[config.mk]
export PLATFORM = sky130hd
export DESIGN_NAME = fetch_prefetch_stage
export DESIGN_NICKNAME = d
export VERILOG_FILES = /design/src/rtl/fetch_prefetch_stage_pkg.sv /design/src/rtl/fetch_fifo.sv /design/src/rtl/fetch_prefetch_stage.sv
export SDC_FILE = /design/constraint.sdc
export NUM_CORES = 1
export LEC_CHECK = 0
export ABC_AREA = 0
export BUFFER_PORTS_ARGS = -buffer_cell sky130_fd_sc_hd__buf_2
export CAP_MARGIN = 10
export CORE_UTILIZATION = 25
export DETAILED_ROUTE_END_ITERATION = 8
export GPL_ROUTABILITY_DRIVEN = 0
export HOLD_SLACK_MARGIN = 0.02
export PLACE_DENSITY = 0.42
export REMOVE_ABC_BUFFERS = 1
export SYNTH_ARGS = -nofsm -noshare
export SYNTH_HDL_FRONTEND = slang
export SYNTH_HIERARCHICAL = 1
export SYNTH_SLANG_ARGS = --single-unit
export TNS_END_PERCENT = 100
[constraint.sdc]
create_clock -name clk -period 13.4 [get_ports clk]
set_input_delay 2.68 -clock clk [delete_from_list [all_inputs] [get_ports clk]]
set_output_delay 2.68 -clock clk [all_outputs]
set_load 0.01 [all_outputs]
[src/rtl/fetch_prefetch_stage_pkg.sv]
// fetch_prefetch_stage_pkg: IF->ID bus layout shared by the fetch stage and its queues.
package fetch_prefetch_stage_pkg;
    localparam int WIDTH_FS_TO_DS_BUS = 65;
    localparam int BUS_PC_LSB         = 0;
    localparam int BUS_INST_LSB       = 32;
    localparam int BUS_ADEF_BIT       = 64;

    typedef struct packed {
        logic        adef;
        logic [31:0] inst;
        logic [31:0] pc;
    } fs_entry_t;
endpackage

[src/rtl/fetch_fifo.sv]
// fetch_fifo: small synchronous FIFO with clear; head reads as zero when empty.
module fetch_fifo #(
    parameter int WIDTH = 32,
    parameter int DEPTH = 2,
    localparam int AW = DEPTH > 1 ? $clog2(DEPTH) : 1,
    localparam int CW = $clog2(DEPTH + 1)
) (
    input  logic             clk,
    input  logic             rst,
    input  logic             clr_i,
    input  logic             push_i,
    input  logic             pop_i,
    input  logic [WIDTH-1:0] data_i,
    output logic [WIDTH-1:0] data_o,
    output logic             full_o,
    output logic             empty_o,
    output logic [CW-1:0]    count_o
);
    logic [WIDTH-1:0] mem_q [DEPTH];
    logic [AW-1:0]    rd_q, wr_q;
    logic [CW-1:0]    cnt_q;

    always_ff @(posedge clk or posedge rst) begin
        if (rst) begin
            rd_q  <= '0;
            wr_q  <= '0;
            cnt_q <= '0;
        end else if (clr_i) begin
            rd_q  <= '0;
            wr_q  <= '0;
            cnt_q <= '0;
        end else begin
            if (push_i) wr_q <= wr_q == AW'(DEPTH - 1) ? '0 : wr_q + 1'b1;
            if (pop_i) rd_q <= rd_q == AW'(DEPTH - 1) ? '0 : rd_q + 1'b1;
            cnt_q <= cnt_q + CW'(push_i) - CW'(pop_i);
        end
    end

    always_ff @(posedge clk) begin
        if (push_i && !clr_i) mem_q[wr_q] <= data_i;
    end

    assign empty_o = cnt_q == '0;
    assign full_o  = cnt_q == CW'(DEPTH);
    assign count_o = cnt_q;
    assign data_o  = empty_o ? '0 : mem_q[rd_q];
endmodule

[src/rtl/fetch_prefetch_stage.sv]
// fetch_prefetch_stage: pipelined IF stage with outstanding-request tracking, count-based
// discard of stale responses after redirects, and an instruction buffer towards ID.
module fetch_prefetch_stage
    import fetch_prefetch_stage_pkg::*;
#(
    parameter logic [31:0] RESET_PC        = 32'h1C000000,
    parameter int          IBUF_DEPTH      = 4,
    parameter int          MAX_OUTSTANDING = 2
) (
    input  logic                          clk,
    input  logic                          reset,
    input  logic                          flush,
    input  logic [31:0]                   flush_pc,
    input  logic                          br_taken,
    input  logic [31:0]                   br_target,
    input  logic                          br_stall,
    input  logic                          ds_allow_in,
    output logic                          fs_to_ds_valid,
    output logic [WIDTH_FS_TO_DS_BUS-1:0] fs_to_ds_bus,
    output logic                          inst_sram_req,
    output logic [31:0]                   inst_sram_addr,
    input  logic                          inst_sram_addr_ok,
    input  logic                          inst_sram_data_ok,
    input  logic [31:0]                   inst_sram_rdata
);
    localparam int OW = $clog2(MAX_OUTSTANDING + 1);
    localparam int BW = $clog2(IBUF_DEPTH + 1);

    logic [31:0]   pc_q, pc_d;
    logic          adef_hold_q, adef_hold_d;
    logic [OW-1:0] inflight_q, inflight_d, discard_q, discard_d, pcq_cnt;
    logic [BW-1:0] ibuf_cnt;
    logic [31:0]   pcq_head;
    logic          redirect, misaligned, acc, keep, adef_push;
    logic          pcq_full, pcq_empty, ibuf_full, ibuf_empty, ibuf_pop;
    fs_entry_t     ibuf_din, ibuf_dout;
    logic          unused;

    assign redirect       = flush | br_taken;
    assign misaligned     = pc_q[1:0] != 2'b00;
    assign inst_sram_req  = !reset && !br_stall && !adef_hold_q && !redirect && !misaligned
                            && int'(inflight_q) < MAX_OUTSTANDING
                            && int'(ibuf_cnt) + int'(inflight_q) < IBUF_DEPTH;
    assign inst_sram_addr = reset ? '0 : pc_q;
    assign acc            = inst_sram_req & inst_sram_addr_ok;
    // responses owed to a pre-redirect request never reach the pc queue or ibuf
    assign keep           = inst_sram_data_ok && discard_q == '0 && !redirect;
    assign adef_push      = misaligned && !adef_hold_q && !redirect && pcq_empty && !ibuf_full;
    assign ibuf_din       = adef_push ? '{adef: 1'b1, inst: 32'h0, pc: pc_q}
                                      : '{adef: 1'b0, inst: inst_sram_rdata, pc: pcq_head};
    assign fs_to_ds_valid = !ibuf_empty && !redirect;
    assign ibuf_pop       = fs_to_ds_valid & ds_allow_in;
    assign fs_to_ds_bus   = ibuf_dout;
    assign unused         = ^{pcq_full, pcq_cnt};

    always_comb begin
        inflight_d  = inflight_q + OW'(acc) - OW'(inst_sram_data_ok);
        discard_d   = redirect ? inflight_d : discard_q - OW'(inst_sram_data_ok && discard_q != '0);
        pc_d        = flush ? flush_pc : br_taken ? br_target : acc ? pc_q + 32'd4 : pc_q;
        adef_hold_d = !redirect && (adef_hold_q || adef_push);
    end

    always_ff @(posedge clk or posedge reset) begin
        if (reset) begin
            pc_q        <= RESET_PC;
            adef_hold_q <= 1'b0;
            inflight_q  <= '0;
            discard_q   <= '0;
        end else begin
            pc_q        <= pc_d;
            adef_hold_q <= adef_hold_d;
            inflight_q  <= inflight_d;
            discard_q   <= discard_d;
        end
    end

    fetch_fifo #(.WIDTH(32), .DEPTH(MAX_OUTSTANDING)) u_pcq (
        .clk(clk), .rst(reset), .clr_i(redirect), .push_i(acc), .pop_i(keep),
        .data_i(pc_q), .data_o(pcq_head), .full_o(pcq_full), .empty_o(pcq_empty), .count_o(pcq_cnt)
    );

    fetch_fifo #(.WIDTH(WIDTH_FS_TO_DS_BUS), .DEPTH(IBUF_DEPTH)) u_ibuf (
        .clk(clk), .rst(reset), .clr_i(redirect), .push_i(keep | adef_push), .pop_i(ibuf_pop),
        .data_i(ibuf_din), .data_o(ibuf_dout), .full_o(ibuf_full), .empty_o(ibuf_empty), .count_o(ibuf_cnt)
    );
endmodule

==> metrics.txt <==
setup_tns 0 ns; Pwr per Cell Area 139 nW/µm²; first-pass GRT wire length 69300 µm; final count of pins violating max slew 0; M1 wire length 21700 µm; placed cells 2054; WL/cell 22.2 µm; skew final 0.0134 ns; worst-margin pin slew 1.16 ns; DR iter-0 viols 610; DRT Pass-1 Iters 5; Layout area overhead 20.1%; fin cells 2133; Post-Synthesis Cells 1036; Max Used Layer met4; crit path DAT 3.93 ns; DRC 0; Layout Nets 1362; Post-CTS Setup Bufs 0; GRT overflow 0; warnings from Yosys 6; Post-Syn Area 16400 µm²; Setup WS pre-CTS 6.69 ns; clock sinks 372; Resized Gates After CTS 0; HP Class reg -> reg; initial antenna violation count 4; Max Cap Viol 0; CTS tree yes; Skew-Pair Late Insertion Delay 0.57 ns; Critical Path Source Type primary input; Setup CP Type in -> out; I/O pins 203; clock-pin slew on the worst setup and hold paths 0.06 ns; Syn Area/Cell 15.9 µm²; Die H 258 µm; Total GRT Usage 14.2%; final setup fails 0; Max Freq 151 MHz; core footprint 64700 µm²; WHS 0.540 ns; layout cells sized above 1 31.8%; Tmin final 6.61 ns; die extent in x 258 µm; die area 66800 µm²; H-tree levels 2; CP Max Fanout 49; FP Rows 93; outcome finished, final reports clean; Initial Util 25.4%; half-perimeter wire length after placement 30200 µm; DR WL met3 2070 µm; Max Root-Sink Buffers 3; CP endpoint kind output port; largest net degree at the start of global routing 67; # port buffers 202; Antenna Nets Post-Route 0; via count 9506; RSZ-0062 raised after global routing no; VDD IR max 0.0000703 V; Hold-fix buffers, CTS 0; root buffer selected by CTS clkbuf_16; relative slew slack 22.5%; final hold violations 0; vias in the first global route 9990; post-DR vias/cell 4.46; final WL 47300 µm; static leakage power 7.02 nW; met2 WL 22800 µm; Final period util 49.4%; total CTS buffers 42; worst setup margin 6.79 ns; Req. time, crit path 10.72 ns
[worst max-delay path, cell delays in order]
cell	delay, ns
buf_2	0.09
buf_4	0.29
nor2_4	0.31
inv_1	0.12
nor3_1	0.23
buf_2	0.18
[layer usage]
metal	GRT usage [%]	vias up
li1	-	4323
met1	19.7	4890
met3	1.96	50
met5	0	-
met4	3.32	0
met2	23.6	243
[placed cells by master, fill, tap and decap left out, types with 12 or more instances in the layout]
| cell | instances |
|---|---|
| a21oi_1 | 19 |
| and2_1 | 68 |
| buf_2 | 202 |
| buf_4 | 19 |
| clkbuf_1 | 15 |
| clkbuf_16 | 42 |
| dfrtp_1 | 42 |
| edfxtp_1 | 324 |
| ha_1 | 14 |
| inv_1 | 24 |
| mux2_2 | 30 |
| mux2i_1 | 44 |
| mux4_2 | 65 |
| nand2_1 | 41 |
| nand3_1 | 12 |
| nor2_1 | 66 |
| nor2b_1 | 65 |
| o21ai_0 | 27 |
| xnor2_1 | 15 |
[sequential cells by signal, indices dropped and copies added, names as in the netlist]
register,cells
u_ibuf/rd_q,2
u_pcq/rd_q,1
u_pcq/count_o,2
u_ibuf/mem_q,260
u_pcq/wr_q,1
adef_hold_q,1
u_ibuf/count_o,3
u_ibuf/wr_q,2
inflight_q,2
u_pcq/mem_q,64
pc_q,32
discard_q,2
[through the flow]
step / instance area [µm²] / power [mW] / util, %
6_report: 19700 / 2.74 / 30.5
5_1_grt: 19700 / 2.85 / 30.5
4_1_cts: 19700 / 2.79 / 30.5
3_5_place_dp: 18300 / 1.58 / 28.3
3_3_place_gp: 18300 / 1.58 / 28.3
2_1_floorplan: 16000 / 1.47 / -
[power by group]
| part | switching, mW | internal, mW |
|---|---|---|
| combinational | 0.122 | 0.0859 |
| clock | 0.474 | 0.715 |
| sequential | 0.0451 | 1.30 |
| total | 0.642 | 2.10 |
[final cells by class]
| type | instances | area, µm² |
|---|---|---|
| diodes | 1 | 2.50 |
| clock buffers | 63 | 1190 |
| clock inverters | 15 | 244 |
| fillers | 6493 | 45000 |
| inverters | 26 | 97.6 |
| multi-input cells | 580 | 5030 |
| flip-flops and latches | 372 | 10900 |
| well taps | 855 | 1070 |
| repair buffers | 221 | 1150 |
[final timing paths]
kind	startpoint	end	slack (ns)	cells after the start
max reg2reg	u_ibuf/count_o[2]$_DFF_PP0_	u_ibuf/mem_q[3][13]$_DFFE_PP_	9.89	7
min in group asynchronous	reset	u_pcq/count_o[0]$_DFF_PP0_	2.40	3
max	br_taken	inst_sram_req	6.79	6
min reg2reg	inflight_q[1]$_DFF_PP0_	inflight_q[1]$_DFF_PP0_	0.54	1
max in group asynchronous	reset	pc_q[28]$_DFFE_PP1P_	10.07	4
min	inflight_q[1]$_DFF_PP0_	inflight_q[1]$_DFF_PP0_	0.54	1
(Power assumes the default switching activity.)
